===== src/rtl/dmem_arbiter_if.sv =====
// Request/response channel for the data-memory arbiter. One bundle type serves both the
// master ports and the memory-side port; sel is only meaningful toward memory, err only toward masters.
interface dmem_arbiter_if;
  logic        req;
  logic        sel;
  logic [31:0] addr;
  logic        we;
  logic [3:0]  be;
  logic [31:0] wdata;
  logic        gnt;
  logic        rvalid;
  logic [31:0] rdata;
  logic        err;

  // Requester side: issues the command, receives grant and response.
  modport master (
    output req,
    output sel,
    output addr,
    output we,
    output be,
    output wdata,
    input  gnt,
    input  rvalid,
    input  rdata,
    input  err
  );

  // Responder side: accepts the command, returns grant and response.
  modport slave (
    input  req,
    input  sel,
    input  addr,
    input  we,
    input  be,
    input  wdata,
    output gnt,
    output rvalid,
    output rdata,
    output err
  );
endinterface


===== src/rtl/dmem_arbiter.sv =====
// Two-master round-robin arbiter in front of data memory. Out-of-window accesses are granted
// locally and answered with an error response one cycle later, without touching memory.
module dmem_arbiter #(
  parameter logic [31:0] DMEM_ADDR_LOW  = 32'h0010_0000,
  parameter logic [31:0] DMEM_ADDR_HIGH = 32'h0010_8000
) (
  input  logic           HCLK,
  input  logic           HRESETn,
  dmem_arbiter_if.slave  m0,
  dmem_arbiter_if.slave  m1,
  dmem_arbiter_if.master s
);

  logic        m0_in_range;
  logic        m1_in_range;
  logic        any_req;
  logic        win;
  logic        win_in_range;
  logic        granted;

  logic        last_grant_q, last_grant_d;
  logic        resp_valid_q, resp_valid_d;
  logic        resp_owner_q, resp_owner_d;
  logic        resp_err_q,   resp_err_d;

  logic        resp_fire;
  logic [31:0] resp_data;

  // Window classification, unsigned compare against [LOW, HIGH).
  assign m0_in_range = (m0.addr >= DMEM_ADDR_LOW) && (m0.addr < DMEM_ADDR_HIGH);
  assign m1_in_range = (m1.addr >= DMEM_ADDR_LOW) && (m1.addr < DMEM_ADDR_HIGH);

  // Winner selection: sole requester wins, contention goes to the master not served last.
  always_comb begin
    any_req = m0.req | m1.req;
    win     = 1'b0;
    unique case ({m1.req, m0.req})
      2'b01:   win = 1'b0;
      2'b10:   win = 1'b1;
      2'b11:   win = ~last_grant_q;
      default: win = 1'b0;
    endcase
    win_in_range = win ? m1_in_range : m0_in_range;
    // Nothing is granted while reset is held, whatever the masters do.
    granted      = HRESETn & any_req & (~win_in_range | s.gnt);
  end

  // Memory-side command is a straight copy of the winner's fields.
  always_comb begin
    s.req   = 1'b0;
    s.sel   = 1'b0;
    s.addr  = '0;
    s.we    = 1'b0;
    s.be    = '0;
    s.wdata = '0;
    if (HRESETn && any_req) begin
      s.req = 1'b1;
      s.sel = win_in_range;
      if (win) begin
        s.addr  = m1.addr;
        s.we    = m1.we;
        s.be    = m1.be;
        s.wdata = m1.wdata;
      end else begin
        s.addr  = m0.addr;
        s.we    = m0.we;
        s.be    = m0.be;
        s.wdata = m0.wdata;
      end
    end
  end

  always_comb begin
    m0.gnt = granted & ~win;
    m1.gnt = granted &  win;
  end

  // Response tracking: one outstanding slot, refreshed every cycle so grants can stream.
  always_comb begin
    last_grant_d = last_grant_q;
    resp_owner_d = resp_owner_q;
    resp_err_d   = resp_err_q;
    resp_valid_d = granted;
    if (granted) begin
      last_grant_d = win;
      resp_owner_d = win;
      resp_err_d   = ~win_in_range;
    end
  end

  always_ff @(posedge HCLK) begin
    if (!HRESETn) begin
      last_grant_q <= 1'b1;
      resp_valid_q <= 1'b0;
      resp_owner_q <= 1'b0;
      resp_err_q   <= 1'b0;
    end else begin
      last_grant_q <= last_grant_d;
      resp_valid_q <= resp_valid_d;
      resp_owner_q <= resp_owner_d;
      resp_err_q   <= resp_err_d;
    end
  end

  // Memory rvalid only counts when an in-window response is actually expected.
  always_comb begin
    resp_fire = HRESETn & resp_valid_q & (resp_err_q | s.rvalid);
    resp_data = resp_err_q ? 32'h0000_0000 : s.rdata;
  end

  always_comb begin
    m0.rvalid = resp_fire & ~resp_owner_q;
    m1.rvalid = resp_fire &  resp_owner_q;
    m0.err    = m0.rvalid & resp_err_q;
    m1.err    = m1.rvalid & resp_err_q;
    m0.rdata  = m0.rvalid ? resp_data : 32'h0000_0000;
    m1.rdata  = m1.rvalid ? resp_data : 32'h0000_0000;
  end

  // Bundle members with no role on this side of the arbiter.
  logic unused_if_sigs;
  assign unused_if_sigs = ^{m0.sel, m1.sel, s.err};

  a_gnt_onehot: assert property (@(posedge HCLK) !(m0.gnt && m1.gnt));
  a_rvalid_onehot: assert property (@(posedge HCLK) !(m0.rvalid && m1.rvalid));
  a_gnt_needs_req: assert property (@(posedge HCLK) (!m0.gnt || m0.req) && (!m1.gnt || m1.req));
  a_sel_needs_req: assert property (@(posedge HCLK) !s.sel || s.req);

endmodule


===== src/flat_wrapper.sv =====
// flat-port wrapper written by rule: the top's interface ports become plain ports
module dmem_arbiter_flat 
#(
  parameter logic [31:0] DMEM_ADDR_LOW  = 32'h0010_0000,
  parameter logic [31:0] DMEM_ADDR_HIGH = 32'h0010_8000
)
  (HCLK, HRESETn, m0_req, m0_sel, m0_addr, m0_we, m0_be, m0_wdata, m0_gnt, m0_rvalid, m0_rdata, m0_err, m1_req, m1_sel, m1_addr, m1_we, m1_be, m1_wdata, m1_gnt, m1_rvalid, m1_rdata, m1_err, s_req, s_sel, s_addr, s_we, s_be, s_wdata, s_gnt, s_rvalid, s_rdata, s_err);
  dmem_arbiter_if m0_i ();
  dmem_arbiter_if m1_i ();
  dmem_arbiter_if s_i ();
  input  logic HCLK;
  input  logic HRESETn;
  input wire logic [$bits(m0_i.req)-1:0] m0_req;
  input wire logic [$bits(m0_i.sel)-1:0] m0_sel;
  input wire logic [$bits(m0_i.addr)-1:0] m0_addr;
  input wire logic [$bits(m0_i.we)-1:0] m0_we;
  input wire logic [$bits(m0_i.be)-1:0] m0_be;
  input wire logic [$bits(m0_i.wdata)-1:0] m0_wdata;
  output wire logic [$bits(m0_i.gnt)-1:0] m0_gnt;
  output wire logic [$bits(m0_i.rvalid)-1:0] m0_rvalid;
  output wire logic [$bits(m0_i.rdata)-1:0] m0_rdata;
  output wire logic [$bits(m0_i.err)-1:0] m0_err;
  input wire logic [$bits(m1_i.req)-1:0] m1_req;
  input wire logic [$bits(m1_i.sel)-1:0] m1_sel;
  input wire logic [$bits(m1_i.addr)-1:0] m1_addr;
  input wire logic [$bits(m1_i.we)-1:0] m1_we;
  input wire logic [$bits(m1_i.be)-1:0] m1_be;
  input wire logic [$bits(m1_i.wdata)-1:0] m1_wdata;
  output wire logic [$bits(m1_i.gnt)-1:0] m1_gnt;
  output wire logic [$bits(m1_i.rvalid)-1:0] m1_rvalid;
  output wire logic [$bits(m1_i.rdata)-1:0] m1_rdata;
  output wire logic [$bits(m1_i.err)-1:0] m1_err;
  output wire logic [$bits(s_i.req)-1:0] s_req;
  output wire logic [$bits(s_i.sel)-1:0] s_sel;
  output wire logic [$bits(s_i.addr)-1:0] s_addr;
  output wire logic [$bits(s_i.we)-1:0] s_we;
  output wire logic [$bits(s_i.be)-1:0] s_be;
  output wire logic [$bits(s_i.wdata)-1:0] s_wdata;
  input wire logic [$bits(s_i.gnt)-1:0] s_gnt;
  input wire logic [$bits(s_i.rvalid)-1:0] s_rvalid;
  input wire logic [$bits(s_i.rdata)-1:0] s_rdata;
  input wire logic [$bits(s_i.err)-1:0] s_err;
  assign m0_i.req = m0_req;
  assign m0_i.sel = m0_sel;
  assign m0_i.addr = m0_addr;
  assign m0_i.we = m0_we;
  assign m0_i.be = m0_be;
  assign m0_i.wdata = m0_wdata;
  assign m0_gnt = m0_i.gnt;
  assign m0_rvalid = m0_i.rvalid;
  assign m0_rdata = m0_i.rdata;
  assign m0_err = m0_i.err;
  assign m1_i.req = m1_req;
  assign m1_i.sel = m1_sel;
  assign m1_i.addr = m1_addr;
  assign m1_i.we = m1_we;
  assign m1_i.be = m1_be;
  assign m1_i.wdata = m1_wdata;
  assign m1_gnt = m1_i.gnt;
  assign m1_rvalid = m1_i.rvalid;
  assign m1_rdata = m1_i.rdata;
  assign m1_err = m1_i.err;
  assign s_req = s_i.req;
  assign s_sel = s_i.sel;
  assign s_addr = s_i.addr;
  assign s_we = s_i.we;
  assign s_be = s_i.be;
  assign s_wdata = s_i.wdata;
  assign s_i.gnt = s_gnt;
  assign s_i.rvalid = s_rvalid;
  assign s_i.rdata = s_rdata;
  assign s_i.err = s_err;
  dmem_arbiter #(.DMEM_ADDR_LOW(DMEM_ADDR_LOW), .DMEM_ADDR_HIGH(DMEM_ADDR_HIGH)) u_core (.HCLK(HCLK), .HRESETn(HRESETn), .m0(m0_i), .m1(m1_i), .s(s_i));
endmodule

===== config.mk =====
export PLATFORM = sky130hd
export DESIGN_NAME = dmem_arbiter_flat
export DESIGN_NICKNAME = d
export VERILOG_FILES = /design/src/rtl/dmem_arbiter_if.sv /design/src/rtl/dmem_arbiter.sv /design/src/flat_wrapper.sv
export SDC_FILE = /design/constraint.sdc
export NUM_CORES = 1
export LEC_CHECK = 0
export ABC_AREA = 1
export BUFFER_PORTS_ARGS = -buffer_cell sky130_fd_sc_hd__buf_2
export CAP_MARGIN = 5
export CORE_AREA = 4 4 124 126
export DETAILED_ROUTE_END_ITERATION = 10
export DIE_AREA = 0 0 128 130
export PLACE_DENSITY = 0.54
export SYNTH_ARGS = -nofsm -noshare
export SYNTH_HDL_FRONTEND = slang
export SYNTH_SLANG_ARGS = --single-unit

===== constraint.sdc =====
create_clock -name HCLK -period 1.32 [get_ports HCLK]
set_input_delay 0.264 -clock HCLK [delete_from_list [all_inputs] [get_ports HCLK]]
set_output_delay 0.264 -clock HCLK [all_outputs]
set_load 0.005 [all_outputs]

==> results of run 1 <==
==> metrics by stage <==
| step | std cells | area [µm²] | setup TNS (ns) | hold slack (ns) |
|---|---|---|---|---|
| 2_1_floorplan | 404 | 2220 | -1.30 | 0.348 |
| 3_3_place_gp | 923 | 4400 | -33.55 | 0.488 |
| 3_5_place_dp | 923 | 4400 | -35.06 | 0.489 |
| 4_1_cts | 946 | 5320 | -52.68 | 0.342 |
| 5_1_grt | 959 | 6280 | -64.38 | 0.419 |
| 6_report | 959 | 6280 | -53.39 | 0.406 |
==> cell families after synthesis <==
logic type      count (synthesis)  synth area share
simple gates                  240             0.611
buf+inv                        83             0.174
compound gates                 77             0.178
flops                           4            0.0369
==> repair_timing <==
| item | in CTS | in global routing |
|---|---|---|
| hold buffers | 0 | 0 |
| buffers inserted | 14 | 11 |
| gates resized for setup | 137 | 205 |
| setup endpoints to repair | 144 | 143 |
| pin swaps | 21 | 65 |
| cloned | 9 | 12 |
==> registers in the layout, summed over array words and instances, names as in the netlist <==
register,cells
u_core.resp_err_q,1
u_core.resp_valid_q,1
u_core.resp_owner_q,1
u_core.last_grant_q,1
==> worst max-delay path by stage <==
stage	start	to	cells past startpoint
5_1_grt	u_core.resp_owner_q$_SDFFE_PN0P_	m0_rdata[21]	5
6_report	u_core.resp_owner_q$_SDFFE_PN0P_	m0_rdata[21]	5
3_5_place_dp	m0_req	m1_gnt	11
2_1_floorplan	u_core.resp_owner_q$_SDFFE_PN0P_	m1_rdata[10]	5
3_3_place_gp	m0_req	m1_gnt	10
4_1_cts	u_core.resp_owner_q$_SDFFE_PN0P_	m1_rdata[27]	6
==> layout make-up <==
class / instances / area [µm²] / share of cell area
tap: 184 / 230 / 0.0366
inverter: 47 / 208 / 0.0331
clock buffer: 4 / 78.8 / 0.0125
timing repair buffer: 403 / 2890 / 0.460
sequential: 4 / 87.6 / 0.0139
multi-input combinational: 317 / 2790 / 0.444
==> worst max-delay path, cell delays in order (launching register included) <==
cell	delay [ns]
dfxtp_2	0.32
nor4_4	0.30
bufinv_8	0.26
clkbuf_16	0.17
nor3_4	0.12
buf_2	0.13
==> per-layer routing <==
metal	vias up	wire length, µm
li1	2042	-
met1	1842	5710
met2	201	7960
met3	18	1280
met4	0	292
met5	-	0
==> layout by cell type (no fill, tap or decap), types with 2 or more instances in the layout <==
master,n
buf_2,312
a21oi_2,62
nand2_4,53
nand2_2,46
nor3_2,43
nand2_1,43
inv_1,39
buf_4,29
nor3_4,21
nor2_1,19
buf_6,19
buf_12,18
clkbuf_16,13
buf_8,10
buf_16,5
inv_2,4
o21ai_4,4
a21oi_1,4
a21oi_4,4
o21ai_2,3
nand3_1,3
nand3_2,3
dfxtp_2,3
nor2_2,2
nor4_4,2
inv_4,2
nor2_4,2
nand3_4,2
==> power by group <==
part	internal (W)	switching [W]	leakage, nW
Sequential	0.000135	0.00000965	0.0340
Clock	0.000399	0.0000902	0.0382
Combinational	0.00108	0.00113	3.30
Total	0.00162	0.00123	3.37
==> metrics.txt, run 1 <==
# TYPE chip_impl_metric gauge
chip_impl_metric{name="place.gp.congestion",unit=""} 0.799
chip_impl_metric{name="grt_antenna_before_repair",unit=""} 0
chip_impl_metric{name="pin_count_of_the_biggest_net_entering_global_routing",unit=""} 37
chip_impl_metric{name="finalCritPeriodShare",unit=""} 1.36
chip_impl_info{name="timing.rr.end",value="u_core.last_grant_q$_SDFFE_PN1P_"} 1
chip_impl_metric{name="cellLeakagePower",unit="nW"} 3.37
chip_impl_info{name="violations",value="negative setup slack"} 1
chip_impl_metric{name="grt_first_pass_wirelength",unit="µm"} 20000
chip_impl_metric{name="final-max-slew-violation-count",unit=""} 0
chip_impl_info{name="synthTopCellsByCount",value="nand2_1, a21oi_1, nor3_2, inv_1, nor2_1"} 1
chip_impl_metric{name="postSynthCellCount",unit=""} 404
chip_impl_metric{name="mappedNetlistArea",unit="µm²"} 2170
chip_impl_metric{name="pwr_density_cell",unit="nW/µm²"} 454
chip_impl_info{name="synth_ff_type",value="dfxtp_1"} 1
chip_impl_metric{name="r2r_cells",unit=""} 11
chip_impl_metric{name="synth-seq-area-share",unit=""} 0.0369
chip_impl_metric{name="holdPathStages",unit=""} 3
chip_impl_metric{name="met2_usage",unit=""} 0.284
chip_impl_metric{name="timing.final.crit_period",unit="ns"} 1.80
chip_impl_metric{name="initial_utilization",unit=""} 0.152
chip_impl_info{name="critPathLaunchType",value="flop"} 1
chip_impl_metric{name="worst_case_clock_buffer_depth",unit=""} 2
chip_impl_info{name="end_kind",value="output pin"} 1
chip_impl_info{name="yosysMostFrequentCell",value="nand2_1"} 1
chip_impl_metric{name="totalPowerFinal",unit="W"} 0.00285
chip_impl_metric{name="synth_edf_count",unit=""} 0
chip_impl_metric{name="port_buffers",unit=""} 316
chip_impl_metric{name="ys_warn_count",unit=""} 0
chip_impl_metric{name="post_synthesis_sequential_element_count",unit=""} 4
chip_impl_info{name="cts_root_buffer",value="clkbuf_16"} 1
chip_impl_metric{name="dieWidth",unit="µm"} 128
chip_impl_metric{name="worst_ir_drop_vdd",unit="µV"} 255
chip_impl_metric{name="path_max_fanout",unit=""} 5
chip_impl_metric{name="timing.critical_path.arrival",unit="ns"} 1.53
chip_impl_metric{name="achievable-frequency",unit="MHz"} 556
chip_impl_metric{name="area_delta_synth_final",unit="%"} 190
chip_impl_info{name="timing.rr.start",value="u_core.last_grant_q$_SDFFE_PN1P_"} 1
chip_impl_metric{name="drt-wirelength-per-cell",unit="µm"} 15.9
chip_impl_metric{name="synth.distinct_cells",unit=""} 17
chip_impl_metric{name="globalRouteOverflowTotal",unit=""} 0
chip_impl_metric{name="number_of_top_level_pins",unit=""} 320
chip_impl_metric{name="antenna-diode-count",unit=""} 0
chip_impl_info{name="min-delay-path-class",value="input port to flop"} 1
chip_impl_metric{name="async_flop_share",unit=""} 0
chip_impl_info{name="run_status",value="finished, violations left"} 1
chip_impl_info{name="cts_tree",value="done"} 1
chip_impl_metric{name="chipHeight",unit="µm"} 130
chip_impl_metric{name="transition_time_of_the_tightest_slew_check_pin",unit="ns"} 0.443
chip_impl_metric{name="worst_clock_skew",unit="ns"} 0.00438
chip_impl_metric{name="grt_util_met1",unit=""} 0.170
chip_impl_metric{name="max-cap-violations",unit=""} 0
chip_impl_info{name="ys_top_cells_by_area",value="nor3_2, nand2_1, a21oi_1"} 1
chip_impl_metric{name="final.fill_count",unit=""} 1463
chip_impl_metric{name="regToRegSetupSlack",unit="ns"} -0.12
chip_impl_metric{name="worst_slack",unit="ns"} -0.477
chip_impl_metric{name="clock_sink_count",unit=""} 4
chip_impl_info{name="crit_type",value="flop to output pin"} 1
chip_impl_metric{name="drc_violations_left",unit=""} 0
chip_impl_metric{name="max-slew-margin-rel",unit=""} 0.705
chip_impl_metric{name="number_of_setup_violations_in_the_final_report",unit=""} 143
chip_impl_metric{name="drive_gt1_frac",unit=""} 0.859
chip_impl_info{name="hold_path_startpoint",value="HRESETn"} 1
chip_impl_metric{name="ant_nets",unit=""} 0
chip_impl_metric{name="num_rows",unit=""} 44
chip_impl_metric{name="via_per_instance_ratio",unit=""} 4.28
chip_impl_info{name="grt_setup_unrepaired",value="yes"} 1
chip_impl_metric{name="vias",unit=""} 4103
chip_impl_metric{name="core_area",unit="µm²"} 14300
chip_impl_metric{name="routed_wl",unit="µm"} 15300
chip_impl_metric{name="syn-mean-instance-area",unit="µm²"} 5.37
chip_impl_metric{name="grt.total_usage",unit=""} 0.150
chip_impl_metric{name="synth_fp_nets",unit=""} 583
chip_impl_metric{name="worst_skew_pair.late_latency",unit="ns"} 0.23
chip_impl_metric{name="place_ws",unit="ns"} -0.451
chip_impl_metric{name="drt_first_iter_violations",unit=""} 70
chip_impl_metric{name="drt_first_pass_iters",unit=""} 4
chip_impl_metric{name="grt_pass1_vias",unit=""} 3840
chip_impl_info{name="grt_most_used_layer",value="met2"} 1
chip_impl_metric{name="finish.net_count",unit=""} 955
chip_impl_metric{name="die_outline_area",unit="µm²"} 16600
chip_impl_metric{name="postLayoutCoreUtil",unit=""} 0.439
chip_impl_metric{name="synth_largest_type_area_fraction",unit=""} 0.277
chip_impl_info{name="holdPathEnd",value="u_core.last_grant_q$_SDFFE_PN1P_"} 1
chip_impl_metric{name="cts_max_level",unit=""} 1
chip_impl_metric{name="grtUsageMet3",unit=""} 0.0332
chip_impl_metric{name="place_hpwl",unit="µm"} 10600
chip_impl_metric{name="final-hold-violation-count",unit=""} 0
chip_impl_metric{name="cts.reportedPaths.clkPinSlew",unit="ns"} 0.03
chip_impl_metric{name="cts_inserted_buffers",unit=""} 3
chip_impl_metric{name="cp_data_required_time",unit="ns"} 1.06
chip_impl_info{name="yosysTopAreaCell",value="nor3_2"} 1
No activity file was read; power rests on OpenSTA's default activity.
==> run 2, diff against run 1 <==
PLACE_DENSITY = 0.52   (was 0.54)
clock period = 2 ns   (was 1.32 ns; I/O delays follow)
==> run 2 against run 1 <==
Against the previous run:
- the run now ends clean
- final cell count down 6.0%
- combinational power down 62%
- clock power fell by 34%
- total power fell by 56%
- via count fell by 9.7%
- largest cell class unchanged
==> metrics.txt, run 2 (synthesis results as in run 1) <==
# TYPE chip_impl_metric gauge
chip_impl_info{name="run_status",value="finished clean"} 1
chip_impl_metric{name="number_of_top_level_pins",unit=""} 320
chip_impl_info{name="end_kind",value="output pin"} 1
chip_impl_metric{name="routed_wl",unit="µm"} 12000
chip_impl_metric{name="worst_clock_skew",unit="ns"} 0.00543
chip_impl_metric{name="port_buffers",unit=""} 316
chip_impl_metric{name="grt_antenna_before_repair",unit=""} 0
chip_impl_metric{name="drt-wirelength-per-cell",unit="µm"} 13.3
chip_impl_metric{name="initial_utilization",unit=""} 0.152
chip_impl_metric{name="worst_ir_drop_vdd",unit="µV"} 212
chip_impl_metric{name="sequential_cell_area",unit="µm²"} 86.3
chip_impl_metric{name="dieWidth",unit="µm"} 128
chip_impl_metric{name="pin_count_of_the_biggest_net_entering_global_routing",unit=""} 68
chip_impl_metric{name="final-hold-violation-count",unit=""} 0
chip_impl_metric{name="drt_first_iter_violations",unit=""} 80
chip_impl_metric{name="timing.critical_path.arrival",unit="ns"} 1.50
chip_impl_info{name="timing.rr.end",value="u_core.resp_owner_q$_SDFFE_PN0P_"} 1
chip_impl_metric{name="core_area",unit="µm²"} 14300
chip_impl_metric{name="cts_max_level",unit=""} 1
chip_impl_info{name="timing.rr.start",value="u_core.last_grant_q$_SDFFE_PN1P_"} 1
chip_impl_metric{name="die_outline_area",unit="µm²"} 16600
chip_impl_metric{name="r2r_cells",unit=""} 10
chip_impl_metric{name="cts_inserted_buffers",unit=""} 3
chip_impl_info{name="critical_path.endpoint",value="m1_rdata[1]"} 1
chip_impl_metric{name="dpl_cell_area",unit="µm²"} 4070
chip_impl_metric{name="grt_first_pass_wirelength",unit="µm"} 16700
chip_impl_metric{name="antenna-diode-count",unit=""} 0
chip_impl_metric{name="pwr_density_cell",unit="nW/µm²"} 293
chip_impl_metric{name="grt.total_usage",unit=""} 0.121
chip_impl_metric{name="worst_slack",unit="ns"} 0.0985
chip_impl_metric{name="path_max_fanout",unit=""} 16
chip_impl_metric{name="postCtsHoldBufs",unit=""} 0
chip_impl_metric{name="worst_case_clock_buffer_depth",unit=""} 2
chip_impl_metric{name="achievable-frequency",unit="MHz"} 526
chip_impl_metric{name="finish.net_count",unit=""} 897
chip_impl_info{name="cts_tree",value="done"} 1
chip_impl_metric{name="multiInputGateArea",unit="µm²"} 1780
chip_impl_metric{name="cp_data_required_time",unit="ns"} 1.60
chip_impl_metric{name="drc_violations_left",unit=""} 0
chip_impl_metric{name="place.gp.congestion",unit=""} 0.756
chip_impl_metric{name="vias",unit=""} 3704
chip_impl_info{name="worstSetupStartpoint",value="HRESETn"} 1
chip_impl_metric{name="cellLeakagePower",unit="nW"} 2.57
chip_impl_metric{name="timing.final.crit_period",unit="ns"} 1.90
chip_impl_metric{name="place_hpwl",unit="µm"} 9750
chip_impl_metric{name="drt_first_pass_iters",unit=""} 4
chip_impl_info{name="grt_setup_unrepaired",value="yes"} 1
chip_impl_metric{name="ant_nets",unit=""} 0
chip_impl_info{name="final_common_cell",value="buf_2"} 1
chip_impl_metric{name="chipHeight",unit="µm"} 130
chip_impl_metric{name="final.fill_count",unit=""} 1637
chip_impl_metric{name="final-max-slew-violation-count",unit=""} 0
chip_impl_metric{name="fin_setup_tns",unit="ns"} 0
chip_impl_metric{name="totalPowerFinal",unit="W"} 0.00126
chip_impl_info{name="critPathLaunchType",value="input port"} 1
chip_impl_metric{name="area_delta_synth_final",unit="%"} 98.6
chip_impl_metric{name="regToRegSetupSlack",unit="ns"} 0.67
chip_impl_metric{name="finalCritPeriodShare",unit=""} 0.951
chip_impl_metric{name="max-slew-margin-rel",unit=""} 0.721
chip_impl_metric{name="num_rows",unit=""} 44
chip_impl_metric{name="grt_pass1_vias",unit=""} 3314
chip_impl_info{name="crit_type",value="input port to output pin"} 1
chip_impl_info{name="min-delay-path-class",value="input port to flop"} 1
chip_impl_metric{name="place_ws",unit="ns"} -0.0117
chip_impl_info{name="layout.cells.most_common_list",value="buf_2, nand2_1, a21oi_1"} 1
chip_impl_metric{name="cts.reportedPaths.clkPinSlew",unit="ns"} 0.03
chip_impl_metric{name="number_of_setup_violations_in_the_final_report",unit=""} 0
chip_impl_metric{name="worst_skew_pair.late_latency",unit="ns"} 0.23
chip_impl_metric{name="clock_sink_count",unit=""} 4
chip_impl_metric{name="whs",unit="ns"} 0.452
chip_impl_info{name="cts_root_buffer",value="clkbuf_16"} 1
chip_impl_metric{name="via_per_instance_ratio",unit=""} 4.11
chip_impl_metric{name="drive_gt1_frac",unit=""} 0.594
chip_impl_metric{name="transition_time_of_the_tightest_slew_check_pin",unit="ns"} 0.419
chip_impl_metric{name="postLayoutCellArea",unit="µm²"} 4310
chip_impl_metric{name="globalRouteOverflowTotal",unit=""} 0
chip_impl_metric{name="max-cap-violations",unit=""} 0
==> run 2: cell types whose count changed in the layout (fill, tap and decap cells not counted), moves of 6 or more <==
cell | before | now
nor3_2 | 43 | 59
nand2_2 | 46 | 0
nor3_4 | 21 | 2
buf_8 | 10 | 0
a21oi_1 | 4 | 68
buf_6 | 19 | 2
a21oi_2 | 62 | 2
buf_4 | 29 | 16
nand2_1 | 43 | 142
clkbuf_16 | 13 | 6
o21ai_0 | 0 | 6
nand2_4 | 53 | 1
buf_12 | 18 | 8
==> run 2: critical path: stages <==
cell and delay [ns]:
clkbuf_4 0.16, inv_2 0.07, nor4_4 0.30, inv_2 0.12, buf_12 0.18, nor3_4 0.12, buf_2 0.14
==> run 2: layer usage <==
metal / GRT usage / up-vias / share of wire
li1: - / 1916 / -
met4: 0.0169 / 0 / 0.0053
met3: 0.0287 / 4 / 0.11
met1: 0.144 / 1582 / 0.38
met5: 0 / - / 0
met2: 0.224 / 202 / 0.51
==> run 2: worst min path at each step <==
| stage | startpoint | end | slack (ns) | depth (start not counted) |
|---|---|---|---|---|
| after global routing | HRESETn | u_core.last_grant_q$_SDFFE_PN1P_ | 0.46 | 2 |
| after floorplan | u_core.last_grant_q$_SDFFE_PN1P_ | u_core.last_grant_q$_SDFFE_PN1P_ | 0.47 | 2 |
| final | HRESETn | u_core.last_grant_q$_SDFFE_PN1P_ | 0.45 | 2 |
| after global placement | u_core.last_grant_q$_SDFFE_PN1P_ | u_core.last_grant_q$_SDFFE_PN1P_ | 0.53 | 2 |
| after detailed placement | u_core.last_grant_q$_SDFFE_PN1P_ | u_core.last_grant_q$_SDFFE_PN1P_ | 0.52 | 2 |
| after CTS | HRESETn | u_core.last_grant_q$_SDFFE_PN1P_ | 0.45 | 2 |
==> run 2: report_power, final <==
group          switching (W)  internal, W
registers         0.00000595    0.0000889
clock network      0.0000599     0.000264
logic               0.000463     0.000384
==> run 2: metrics by stage <==
| step | utilization | std cells |
|---|---|---|
| finish | 0.301 | 901 |
| global route | 0.301 | 901 |
| CTS | 0.290 | 896 |
| detailed placement | 0.284 | 892 |
| global placement | 0.284 | 892 |
| floorplan | - | 404 |
==> run 2: cell type report <==
type / instances / share of cell area
Inverter: 47 / 0.0409
Tap cell: 184 / 0.0534
Multi-Input combinational cell: 317 / 0.412
Timing Repair Buffer: 345 / 0.455
Sequential cell: 4 / 0.0200
Clock buffer: 4 / 0.0183
==> run 2: repair_timing <==
action                     4_1_cts  5_1_grt
cloned                           0        4
hold endpoints to repair         0        0
setup buffers                    0        1
pin swaps                        1        1
resized for setup                2       16
setup endpoints to repair        8       77
==> run 3, diff against run 2 <==
--- a/constraint.sdc
+++ b/constraint.sdc
@@ -3,2 +3,2 @@
 set_output_delay 0.4 -clock HCLK [all_outputs]
-set_load 0.005 [all_outputs]
+set_load 0.05 [all_outputs]
==> run 3 against run 2 <==
Against the previous run:
- clock skew fell by 0.0040 ns
- combinational power up 95%
- die area did not move
- register-to-register slack improved by 0.04 ns
- worst setup slack lost 0.097 ns
- design area up 35%
- critical path depth shrank 1
- largest cell class unchanged
- global-route usage rose by 1.2 points
- wire length increased by 6.7%
- critical path type is now flop to output pin
- maximum frequency decreased by 4.8%
- clock power shrank 1%
- critical endpoint is now m1_rdata[12]
==> metrics.txt, run 3 (synthesis results as in run 1) <==
# TYPE chip_impl_metric gauge
chip_impl_metric{name="die_outline_area",unit="µm²"} 16600
chip_impl_metric{name="p_sw_frac",unit=""} 0.546
chip_impl_metric{name="place_hpwl",unit="µm"} 10500
chip_impl_metric{name="final-max-slew-violation-count",unit=""} 0
chip_impl_metric{name="postLayoutCellArea",unit="µm²"} 5840
chip_impl_metric{name="drive_gt1_frac",unit=""} 0.705
chip_impl_metric{name="via_per_instance_ratio",unit=""} 4.14
chip_impl_info{name="timing.rr.start",value="u_core.last_grant_q$_SDFFE_PN1P_"} 1
chip_impl_metric{name="port_buffers",unit=""} 316
chip_impl_metric{name="internal-power",unit="W"} 0.000940
chip_impl_metric{name="achievable-frequency",unit="MHz"} 500
chip_impl_metric{name="path_max_fanout",unit=""} 7
chip_impl_metric{name="drt_first_pass_iters",unit=""} 4
chip_impl_metric{name="cellLeakagePower",unit="nW"} 2.92
chip_impl_info{name="min-delay-path-class",value="input port to flop"} 1
chip_impl_info{name="critPathLaunchType",value="flop"} 1
chip_impl_info{name="grt_setup_unrepaired",value="yes"} 1
chip_impl_metric{name="number_of_top_level_pins",unit=""} 320
chip_impl_metric{name="drt-wirelength-per-cell",unit="µm"} 14.0
chip_impl_metric{name="max-slew-margin-rel",unit=""} 0.747
chip_impl_metric{name="timing.final.crit_period",unit="ns"} 2.00
chip_impl_metric{name="place.gp.congestion",unit=""} 0.750
chip_impl_metric{name="pin_count_of_the_biggest_net_entering_global_routing",unit=""} 68
chip_impl_metric{name="initial_utilization",unit=""} 0.152
chip_impl_metric{name="drc_violations_left",unit=""} 0
chip_impl_metric{name="worst_ir_drop_vdd",unit="µV"} 202
chip_impl_metric{name="worst_clock_skew",unit="ns"} 0.00148
chip_impl_metric{name="core_area",unit="µm²"} 14300
chip_impl_metric{name="relative_contribution_of_sequential_cells_to_total_power",unit=""} 0.047
chip_impl_info{name="crit_type",value="flop to output pin"} 1
chip_impl_metric{name="dpl_cell_area",unit="µm²"} 5010
chip_impl_metric{name="finish.net_count",unit=""} 912
chip_impl_metric{name="grt_first_pass_wirelength",unit="µm"} 18300
chip_impl_metric{name="area_delta_synth_final",unit="%"} 169
chip_impl_metric{name="clock_sink_count",unit=""} 4
chip_impl_metric{name="dieWidth",unit="µm"} 128
chip_impl_info{name="cts_root_buffer",value="clkbuf_16"} 1
chip_impl_metric{name="power_frac_comb",unit=""} 0.798
chip_impl_metric{name="antenna-diode-count",unit=""} 0
chip_impl_metric{name="chipHeight",unit="µm"} 130
chip_impl_metric{name="p_switching",unit="W"} 0.00113
chip_impl_metric{name="ant_nets",unit=""} 0
chip_impl_metric{name="cts.reportedPaths.clkPinSlew",unit="ns"} 0.03
chip_impl_info{name="run_status",value="finished clean"} 1
chip_impl_metric{name="grt_pass1_vias",unit=""} 3604
chip_impl_metric{name="cts_max_level",unit=""} 1
chip_impl_metric{name="globalRouteOverflowTotal",unit=""} 0
chip_impl_metric{name="final-hold-violation-count",unit=""} 0
chip_impl_metric{name="finalCritPeriodShare",unit=""} 0.999
chip_impl_metric{name="timing.critical_path.arrival",unit="ns"} 1.60
chip_impl_metric{name="totalPowerFinal",unit="W"} 0.00207
chip_impl_metric{name="worst_skew_pair.late_latency",unit="ns"} 0.22
chip_impl_info{name="worstSetupStartpoint",value="u_core.resp_owner_q$_SDFFE_PN0P_"} 1
chip_impl_metric{name="drt_first_iter_violations",unit=""} 56
chip_impl_metric{name="transition_time_of_the_tightest_slew_check_pin",unit="ns"} 0.380
chip_impl_metric{name="grt_antenna_before_repair",unit=""} 0
chip_impl_metric{name="number_of_setup_violations_in_the_final_report",unit=""} 0
chip_impl_metric{name="cts_inserted_buffers",unit=""} 3
chip_impl_info{name="layout.cells.most_common_list",value="buf_2, nand2_1, buf_4"} 1
chip_impl_metric{name="routed_wl",unit="µm"} 12800
chip_impl_metric{name="grt.total_usage",unit=""} 0.133
chip_impl_info{name="final_common_cell",value="buf_2"} 1
chip_impl_metric{name="cp_data_required_time",unit="ns"} 1.60
chip_impl_info{name="hold_path_startpoint",value="s_gnt"} 1
chip_impl_metric{name="num_rows",unit=""} 44
chip_impl_metric{name="worst_case_clock_buffer_depth",unit=""} 2
chip_impl_info{name="cts_tree",value="done"} 1
chip_impl_info{name="end_kind",value="output pin"} 1
chip_impl_metric{name="pwr_density_cell",unit="nW/µm²"} 355
chip_impl_metric{name="postCtsHoldBufs",unit=""} 0
chip_impl_metric{name="vias",unit=""} 3791
chip_impl_metric{name="clock_network_fraction_of_design_power",unit=""} 0.154
chip_impl_metric{name="max-cap-violations",unit=""} 0
[run 3: worst paths after layout]
check | slack [ns] | end | cells past startpoint
worst min register to register | 0.52 | u_core.last_grant_q$_SDFFE_PN1P_ | 2
worst min-delay path | 0.44 | u_core.resp_valid_q$_SDFF_PN0_ | 3
worst max register to register | 0.71 | u_core.resp_owner_q$_SDFFE_PN0P_ | 10
worst max-delay path | 0.002 | m1_rdata[12] | 6
[run 3: worst max-delay path, cell delays in order, from the launching register on]
cell	delay, ns
dfxtp_2	0.35
inv_2	0.06
nor4_4	0.28
inv_2	0.13
buf_4	0.22
nor3_4	0.15
buf_6	0.18
[run 3: routing by layer]
layer  vias to the layer above  share of wire  wire length (µm)  GRT usage
li1                       1956              -                 -          -
met1                      1648           0.38              4850      0.159
met2                       181           0.52              6700      0.245
met3                         6          0.094              1200     0.0372
met4                         0         0.0049                63     0.0144
met5                         -              0                 0          0
[run 3: power groups by stage]
| stage | clock network (W) | registers (W) | logic, W |
|---|---|---|---|
| after detailed placement | 0 | 0.0000956 | 0.00151 |
| final | 0.000320 | 0.0000983 | 0.00165 |
| after floorplan | 0 | 0.0000926 | 0.00101 |
| after CTS | 0.000326 | 0.0000948 | 0.00158 |
| after global routing | 0.000337 | 0.0000988 | 0.00175 |
| after global placement | 0 | 0.0000956 | 0.00151 |
[run 3: area by class of cell]
type,count,area (µm²)
fillers,1513,8480
repair buffers,360,2820
multi-input cells,317,2430
well taps,184,230
inverters,47,191
flip-flops and latches,4,86.3
clock buffers,4,78.8
[run 3: stage by stage]
step	std cells	hold slack (ns)	setup TNS [ns]	util	setup slack, ns
global placement	907	0.513	-3.37	0.350	-0.112
detailed placement	907	0.511	-3.02	0.350	-0.107
CTS	911	0.475	-0.0716	0.379	-0.0357
global route	916	0.465	-2.03	0.408	-0.104
finish	916	0.444	0	0.408	0.00164
floorplan	404	0.469	-24.10	-	-0.378
[run 3: what timing repair did]
item / 4_1_cts / 5_1_grt
setup buffers: 0 / 1
cloned: 0 / 4
setup endpoints to repair: 116 / 130
pin swaps: 3 / 5
endpoints found under the hold margin: 0 / 0
resized for setup: 123 / 110
